$ cat config.mk
export PLATFORM = sky130hd
export DESIGN_NAME = typing_round_ctrl
export DESIGN_NICKNAME = d
export VERILOG_FILES = /design/src/rtl/typing_round_ctrl.sv
export SDC_FILE = /design/constraint.sdc
export NUM_CORES = 1
export LEC_CHECK = 0
export ABC_CLOCK_PERIOD_IN_PS = 2450
export CAP_MARGIN = 20
export CORE_MARGIN = 1.5
export CORE_UTILIZATION = 51
export DETAILED_ROUTE_END_ITERATION = 10
export PLACE_DENSITY = 0.77
export SYNTH_ARGS = -nofsm -noshare
export SYNTH_HDL_FRONTEND = slang
export SYNTH_SLANG_ARGS = --single-unit
$ cat constraint.sdc
create_clock -name clk -period 2.45 [get_ports clk]
set_clock_uncertainty 0.2 [all_clocks]
set_input_delay 0.245 -clock clk [delete_from_list [all_inputs] [get_ports clk]]
set_output_delay 0.245 -clock clk [all_outputs]
set_load 0.02 [all_outputs]
$ cat src/rtl/typing_round_ctrl.sv
// Typing tutor round controller: scan-code filter, target load,
// cursor/score/miss tracking and per-round timeout.
module typing_round_ctrl #(
    parameter int NUM_DIGITS     = 4,
    parameter int TIMEOUT_CYCLES = 200000000,
    parameter int SCORE_W        = 8
) (
    input  logic                    clk,
    input  logic                    rst_n,
    input  logic                    scan_valid,
    input  logic [7:0]              scan_code,
    input  logic [3:0]              rand_nibble,
    output logic [4*NUM_DIGITS-1:0] target_digits,
    output logic [1:0]              cursor,
    output logic [SCORE_W-1:0]      score,
    output logic [SCORE_W-1:0]      misses,
    output logic                    busy,
    output logic                    round_done,
    output logic                    timeout
);

    localparam int TW = $clog2(TIMEOUT_CYCLES);
    localparam logic [1:0] LAST = 2'(NUM_DIGITS - 1);
    localparam logic [TW-1:0] T_LAST = TW'(TIMEOUT_CYCLES - 1);

    typedef enum logic [1:0] {
        IDLE,
        LOAD,
        PLAY
    } state_t;

    state_t state, state_d;

    logic          break_pend, ext_pend;
    logic          is_prefix, make_valid;
    logic          is_digit, digit_hit, esc_hit;
    logic [3:0]    key_val, cur_tgt, rnd_bcd;
    logic          correct, wrong, expire;
    logic [1:0]    cursor_d, load_cnt, load_cnt_d;
    logic [TW-1:0] timer, timer_d;
    logic [SCORE_W-1:0] score_d, misses_d;
    logic          done_d, tmo_d, load_wr;

    function automatic logic [SCORE_W-1:0] sat_inc(
        input logic [SCORE_W-1:0] v
    );
        return (&v) ? v : v + SCORE_W'(1);
    endfunction

    assign is_prefix  = (scan_code == 8'hF0) || (scan_code == 8'hE0);
    assign make_valid = scan_valid && !is_prefix
                        && !break_pend && !ext_pend;
    assign digit_hit  = make_valid && is_digit;
    assign esc_hit    = make_valid && (scan_code == 8'h76);
    assign rnd_bcd    = (rand_nibble > 4'd9) ? rand_nibble - 4'd10
                                             : rand_nibble;
    assign correct    = digit_hit && (key_val == cur_tgt);
    assign wrong      = digit_hit && (key_val != cur_tgt);
    assign expire     = (timer == T_LAST);
    assign busy       = (state != IDLE);

    // Track break/extended prefixes; the byte after one is dropped.
    always_ff @(posedge clk or negedge rst_n) begin
        if (!rst_n) begin
            break_pend <= 1'b0;
            ext_pend   <= 1'b0;
        end else if (scan_valid) begin
            if (scan_code == 8'hF0) begin
                break_pend <= 1'b1;
            end else if (scan_code == 8'hE0) begin
                ext_pend <= 1'b1;
            end else begin
                break_pend <= 1'b0;
                ext_pend   <= 1'b0;
            end
        end
    end

    // Set-2 make code to decimal digit.
    always_comb begin
        is_digit = 1'b1;
        key_val  = 4'd0;
        case (scan_code)
            8'h45:   key_val = 4'd0;
            8'h16:   key_val = 4'd1;
            8'h1E:   key_val = 4'd2;
            8'h26:   key_val = 4'd3;
            8'h25:   key_val = 4'd4;
            8'h2E:   key_val = 4'd5;
            8'h36:   key_val = 4'd6;
            8'h3D:   key_val = 4'd7;
            8'h3E:   key_val = 4'd8;
            8'h46:   key_val = 4'd9;
            default: is_digit = 1'b0;
        endcase
    end

    // Select the target digit under the cursor.
    always_comb begin
        cur_tgt = 4'd0;
        for (int i = 0; i < NUM_DIGITS; i++) begin
            if (cursor == 2'(i)) begin
                cur_tgt = target_digits[4*i +: 4];
            end
        end
    end

    // State register.
    always_ff @(posedge clk or negedge rst_n) begin
        if (!rst_n) begin
            state <= IDLE;
        end else begin
            state <= state_d;
        end
    end

    // Next state and next counter/pulse values.
    always_comb begin
        state_d    = state;
        cursor_d   = cursor;
        score_d    = score;
        misses_d   = misses;
        timer_d    = timer;
        load_cnt_d = load_cnt;
        done_d     = 1'b0;
        tmo_d      = 1'b0;
        load_wr    = 1'b0;
        unique case (state)
            IDLE: begin
                if (esc_hit) begin
                    score_d  = '0;
                    misses_d = '0;
                end else if (digit_hit) begin
                    state_d    = LOAD;
                    load_cnt_d = 2'd0;
                    cursor_d   = 2'd0;
                    timer_d    = '0;
                end
            end
            LOAD: begin
                load_wr    = 1'b1;
                load_cnt_d = load_cnt + 2'd1;
                if (load_cnt == LAST) begin
                    state_d = PLAY;
                end
            end
            PLAY: begin
                timer_d = timer + TW'(1);
                if (esc_hit) begin
                    state_d = IDLE;
                    timer_d = '0;
                end else if (correct && cursor == LAST) begin
                    score_d    = sat_inc(score);
                    done_d     = 1'b1;
                    state_d    = LOAD;
                    load_cnt_d = 2'd0;
                    cursor_d   = 2'd0;
                    timer_d    = '0;
                end else begin
                    if (correct) begin
                        cursor_d = cursor + 2'd1;
                    end
                    if (wrong || expire) begin
                        misses_d = sat_inc(misses);
                    end
                    if (expire) begin
                        tmo_d      = 1'b1;
                        state_d    = LOAD;
                        load_cnt_d = 2'd0;
                        cursor_d   = 2'd0;
                        timer_d    = '0;
                    end
                end
            end
            default: state_d = IDLE;
        endcase
    end

    // Counters, timer and one-cycle pulses.
    always_ff @(posedge clk or negedge rst_n) begin
        if (!rst_n) begin
            cursor     <= 2'd0;
            score      <= '0;
            misses     <= '0;
            timer      <= '0;
            load_cnt   <= 2'd0;
            round_done <= 1'b0;
            timeout    <= 1'b0;
        end else begin
            cursor     <= cursor_d;
            score      <= score_d;
            misses     <= misses_d;
            timer      <= timer_d;
            load_cnt   <= load_cnt_d;
            round_done <= done_d;
            timeout    <= tmo_d;
        end
    end

    // Targets only change while loading, one digit per cycle.
    always_ff @(posedge clk or negedge rst_n) begin
        if (!rst_n) begin
            target_digits <= '0;
        end else if (load_wr) begin
            for (int i = 0; i < NUM_DIGITS; i++) begin
                if (load_cnt == 2'(i)) begin
                    target_digits[4*i +: 4] <= rnd_bcd;
                end
            end
        end
    end

endmodule
==> results.toml, run 1 <==
[yosys]
synth_area_mm2 = 0.004235
async_flop_share = 1.000
synth_edf_count = 0
synthCells = 470
synthFlopType = "dfrtp_1"
yosysSeqAreaShare = 0.4136
synth.net_count = 497
synth_cell_types = 63
synth-seq-cells = 70
synth_warnings = 0
avgSynthCellArea_um2 = 9.011

[die]
core.rowCount = 33
initial_core_util = 0.5207
die_h_um = 94.13
die_w_um = 94.13
die_area_mm2 = 0.008860
pin_count = 52
core_mm2 = 0.008134

[power]
powerDensity_mw_per_mm2 = 770.3
swShare = 0.3797
p_int_uw = 3125
max-vdd-ir-drop_v = 0.0007690
combinationalPowerShare = 0.467
p_leak_uw = 0.002787
clock_power_share = 0.230
sequentialPowerShare = 0.303
p_switching_uw = 1913

[detailed_routing]
viasPerCell = 6.224
drtIter0Drc = 416
wl_per_cell_um = 19.51
ant_nets = 0
firstDrtPassIters = 5
drc = 0
drt-total-wl_um = 14470
vias = 4618

[job]
maxCapViolCount = 0

[sta]
slew_viol_final = 0
maxSlewHeadroom = 0.5445
final.min_clock_period_ns = 2.885
whs_ns = 0.1490
tightest_slew_ns = 0.6813
max_freq_mhz = 346.7
setup_tns_ns = -16.85
rsz0062_at_grt = "yes"
setup_viol = 51
final.period_utilization = 1.177
fin_ws_ns = -0.4346
finalHoldViolCount = 0

[cells_and_area]
multi_input_area_mm2 = 0.002874
final_common_cell = "buf_4"
stdcell_area_mm2 = 0.006540
nets = 659
fillers = 442
drive_gt1_frac = 0.3375
syn_to_final_growth_pct = 54.42
seq_area_mm2 = 0.001757
antenna_cells = 0
fin_util = 0.8040
mostFrequentLayoutCells = "buf_4, dfrtp_1, nand2_1"

[critical_path]
critPathTopFamily = "simple AND/OR/NAND/NOR gates"
worstRegToRegCells = 10
cp.arrival_ns = 2.92
cp_max_fo = 6
critPathCaptureType = "register"
cpPeakStageDelay_ns = 0.48
cp-start-kind = "register"
rrSetupSlack_ns = -0.43
worstPathCellList = "ha_4 > nand3b_1 > a221o_1 > nand4_1 > nand4_1 > nor4_4 > buf_6 > nor2_4 > buf_6 > a221o_1"
cpMaxStageDelayCell = "dfrtp_2"
required_ns = 2.49
reg2reg_from = "cursor[0]"
critical_path_class = "reg2reg"
path_buf_inv = 2
r2r_end = "timer[7]"

[placement]
io_buffers = 51
pre_cts_ws_ns = -0.7554
hpwl_um = 8226
post_dp_cell_area_mm2 = 0.005550
routabilityCongestion = 0.8786

[clock_tree]
clock_path_buffers = 2
clkTransAtPathRegs_ns = 0.08
cts_buffers = 9
cts.sinks = 70
tritoncts = "yes"
cts.htree.levels = 3
cts_root_buf = "clkbuf_8"
clock_latency_ns = 0.36

[global_route]
overflow = 0
antenna_found_initial = 0
grt_max_degree = 55
grt_first_pass_wirelength_um = 20150
first_global_vias = 4201
grtUsageTotal = 0.2882

[outcome]
status = "complete, but fails checks"
violations = "negative setup slack"

[worst_hold_path]
hold_class = "in2async"
==> cells by family after synthesis <==
family | count (synthesis) | share of synthesized area
adder cells (fa/ha/maj) | 12 | 0.03545
flip-flops | 70 | 0.4136
multiplexers | 14 | 0.03456
buffers and inverters | 34 | 0.03427
AO/OA/AOI/OAI | 103 | 0.1669
XOR/XNOR | 20 | 0.04136
AND/OR/NAND/NOR | 217 | 0.2739
==> layout make-up <==
class / instances / share of cell area
well taps: 105 / 0.02009
clock buffers: 11 / 0.02009
flip-flops and latches: 70 / 0.2686
clock inverters: 5 / 0.01626
inverters: 22 / 0.01301
multi-input cells: 367 / 0.4394
repair buffers: 162 / 0.2225
==> Yosys cell counts (all sizes together) (3+ instances only) <==
| library cell | instances | share of area |
|---|---|---|
| nor2 | 39 | 0.035 |
| a31oi | 5 | 0.0089 |
| dfrtp | 70 | 0.41 |
| nand3 | 19 | 0.022 |
| nand2b | 10 | 0.015 |
| mux2i | 9 | 0.021 |
| clkbuf | 3 | 0.0027 |
| a21oi | 21 | 0.025 |
| ha | 12 | 0.035 |
| or3 | 8 | 0.012 |
| mux2 | 5 | 0.013 |
| and3 | 10 | 0.015 |
| inv | 22 | 0.019 |
| nand2 | 60 | 0.053 |
| a22o | 8 | 0.017 |
| o21ai | 29 | 0.037 |
| xnor2 | 13 | 0.027 |
| buf | 9 | 0.012 |
| a221o | 4 | 0.0095 |
| o31ai | 12 | 0.021 |
| xor2 | 7 | 0.014 |
| nand4 | 11 | 0.018 |
| nor4 | 6 | 0.012 |
| a221oi | 4 | 0.0083 |
| and2 | 5 | 0.0074 |
| nand4b | 3 | 0.0062 |
| nor3 | 18 | 0.021 |
| or4 | 4 | 0.0080 |
| nor3b | 3 | 0.0053 |
| or2 | 5 | 0.0074 |
==> worst max path at each step <==
stage | startpoint | to | slack (ns) | depth (start not counted)
floorplan | cursor[0] | timer[7] | -0.12 | 11
global placement | scan_code[3] | timeout | -0.69 | 10
detailed placement | scan_code[3] | state[0] | -0.76 | 9
CTS | cursor[0] | timer[3] | -0.32 | 10
global route | cursor[0] | timer[7] | -0.48 | 10
finish | cursor[0] | timer[7] | -0.43 | 10
==> worst register-to-register path, delay by kind of cell (launching register included) <==
kind / cells / cell delay (ns)
AND/OR/NAND/NOR: 5 / 0.90
AO/OA/AOI/OAI: 2 / 0.67
flip-flops: 1 / 0.48
buffers and inverters: 2 / 0.30
adder cells (fa/ha/maj): 1 / 0.22
==> state kept, by name, summed over array words and instances, names as in the netlist <==
register	flops
load_cnt	2
timeout	1
misses	8
ext_pend	1
cursor	2
target_digits	16
round_done	1
break_pend	1
timer	28
score	8
state	2
==> power by group through the flow <==
stage               Clock (uW)  Combinational [uW]  Sequential, uW
global placement             0                1760            1520
finish                    1160                2350            1530
floorplan                    0                 802            1690
global route              1210                2490            1550
CTS                       1160                1990            1510
detailed placement           0                1820            1530
==> metal layers <==
metal,track usage,vias to the layer above,wire length [um]
li1,-,2038,-
met2,0.4885,255,7200
met5,0,-,0
met4,0.08085,0,525
met1,0.3776,2256,5705
met3,0.05016,69,1042
==> repair_timing <==
action                                  CTS  global route
hold buffers                              1             0
cloned                                    2             2
pin swaps                                25            24
buffers inserted                         12            13
endpoints found under the hold margin    16             0
endpoints found under the setup margin   51            52
gates resized for setup                  52            54
==> through the flow <==
step | power (uW) | instances
2_1_floorplan | 2488 | 470
3_3_place_gp | 3287 | 697
3_5_place_dp | 3354 | 697
4_1_cts | 4660 | 728
5_1_grt | 5254 | 742
6_report | 5038 | 742
No activity file was read; power rests on OpenSTA's default activity.
==> inputs of run 2 (changes only) <==
- CORE_UTILIZATION: 51 -> 40
- GPL_TIMING_DRIVEN: default -> 1
- PLACE_DENSITY: 0.77 -> 0.63
==> run 2 against run 1 <==
  * The flow still finishes with violations (negative setup slack)
  * Die area grew 27%
  * Core utilization shrank 17 points
  * Final cell count grew 4.4%
  * Non-clock buffer count grew 2
  * Sequential share of layout area grew 0.098 points
  * Via count shrank 8.3%
  * Critical path depth is the same
  * Critical path type unchanged
  * Sequential power is essentially flat
  * Largest power group unchanged
  * Register-to-register slack gained 0.13 ns
  * Worst setup slack gained 0.13 ns
==> results.toml, run 2 (synthesis results as in run 1) <==
[outcome]
status = "complete, but fails checks"
violations = "negative setup slack"

[cells_and_area]
nets = 661
drive_gt1_frac = 0.3365
largest_reg_flops = 28
largestRegisters = "timer: 28 flops, target_digits: 16 flops"
antenna_cells = 0
syn_to_final_growth_pct = 53.86
fillers = 887
mostFrequentLayoutCells = "buf_4, dfrtp_1, nand2_1"
largest_register = "timer"
final_common_cell = "buf_4"

[critical_path]
critical_path_class = "reg2reg"
cp_max_fo = 7
rrSetupSlack_ns = -0.30
worstRegToRegCells = 10
cp-start-kind = "register"
reg2reg_from = "cursor[0]"
critPathCaptureType = "register"
r2r_end = "timer[7]"
cp.arrival_ns = 2.79
required_ns = 2.48

[job]
maxCapViolCount = 0

[global_route]
overflow = 0
first_global_vias = 4161
groute.layer.met3.usage = 0.03372
grtUsageTotal = 0.2241
antenna_found_initial = 0
globalRouteMet1Util = 0.2902
use_met2 = 0.3919
grt-busiest-layer = "met2"
grt_max_degree = 71
grt_first_pass_wirelength_um = 20090

[sta]
fin_ws_ns = -0.3045
setup_viol = 51
slew_viol_final = 0
final.period_utilization = 1.124
rsz0062_at_grt = "yes"
tightest_slew_ns = 0.4510
final.min_clock_period_ns = 2.754
max_freq_mhz = 363.0
finalHoldViolCount = 0
maxSlewHeadroom = 0.6985

[detailed_routing]
drtIter0Drc = 189
wl_per_cell_um = 15.64
vias = 4233
viasPerCell = 5.462
drc = 0
firstDrtPassIters = 5
drt-total-wl_um = 12120
ant_nets = 0

[placement]
routabilityCongestion = 0.8725
io_buffers = 51
pre_cts_ws_ns = -0.7770
hpwl_um = 8284

[die]
pin_count = 52
core.rowCount = 37
core_mm2 = 0.01028
die_area_mm2 = 0.01121
initial_core_util = 0.4121
die_w_um = 105.9
die_h_um = 105.9

[clock_tree]
tritoncts = "yes"
cts_buffers = 9
cts.htree.levels = 3
cts.sinks = 70
cts_root_buf = "clkbuf_8"
clock_path_buffers = 2
clkTransAtPathRegs_ns = 0.08
clock_latency_ns = 0.36

[power]
sequentialPowerShare = 0.314
p_switching_uw = 1822
p_leak_uw = 0.002743
finalPower_uw = 4818
p_int_uw = 2996
combinationalPowerShare = 0.460
clock_power_share = 0.226
powerDensity_mw_per_mm2 = 739.4
swShare = 0.3783
max-vdd-ir-drop_v = 0.0004891

[worst_hold_path]
hold_class = "in2reg"
worstHoldPathCells = 4
hold_end = "break_pend"
min-delay-start = "scan_code[4]"
run 2: cell count changes in the layout (fill, tap and decap cells not counted), moves of 3 or more:
cell	delta
a21oi_1	-4
nor2_1	-3
a21oi_2	+4
o31ai_1	+4
nor2_4	+3
o31ai_4	-4
run 2: final cells by class:
class	instances	area (um2)	area share
clock buffer	9	123.9	0.01901
clock inverter	7	105.1	0.01613
tap	136	170.2	0.02611
sequential	70	1757	0.2696
timing repair buffer	164	1476	0.2266
multi-input combinational	367	2796	0.4291
inverter	22	87.58	0.01344
run 2: worst max-delay path, cell delays in order (launching register included):
cell	delay (ns)
dfrtp_2	0.46
ha_4	0.20
nand3b_1	0.16
a221o_1	0.36
nand4_1	0.11
nand4_1	0.21
nor4_4	0.27
buf_6	0.17
buf_8	0.13
nor4_1	0.06
a221o_1	0.29
run 2: metrics by stage:
step                setup TNS [ns]  area (um2)  std cells  hold WS [ns]  utilization
global route                -15.64        6516        775        0.2260       0.6340
finish                      -10.11        6516        775        0.1639       0.6340
CTS                         -5.616        6230        764        0.1489       0.6062
global placement            -31.76        5642        735        0.1098       0.5489
detailed placement          -33.28        5642        735        0.1076       0.5489
floorplan                   -1.433        4362        470       -0.2506            -
run 2: how the worst max path moves through the flow:
stage	start	to	slack (ns)	cells after the start
final	cursor[0]	timer[7]	-0.30	10
after CTS	cursor[0]	timer[3]	-0.21	11
after floorplan	cursor[0]	timer[7]	-0.12	11
after global placement	scan_code[3]	state[0]	-0.71	9
after global routing	cursor[0]	timer[7]	-0.42	10
after detailed placement	scan_code[3]	misses[7]	-0.78	9
run 2: power groups by stage:
stage               logic [uW]  clock network (uW)  registers, uW
finish                    2220                1090           1510
global route              2380                1160           1540
CTS                       2040                1110           1510
detailed placement        1840                   0           1530
global placement          1800                   0           1530
floorplan                  802                   0           1690
run 2: routing by layer:
metal  up-vias  part of all wire
li1       2049                 -
met1      2079              0.44
met2        87              0.51
met3        18             0.031
met4         0             0.015
met5         -                 0
run 2: timing repair:
| action | in CTS | in global routing |
|---|---|---|
| pin swaps | 19 | 24 |
| endpoints found under the hold margin | 70 | 0 |
| cloned | 2 | 1 |
| gates resized for setup | 58 | 46 |
| setup buffers | 10 | 11 |
| hold buffers | 1 | 0 |
| setup endpoints to repair | 51 | 52 |
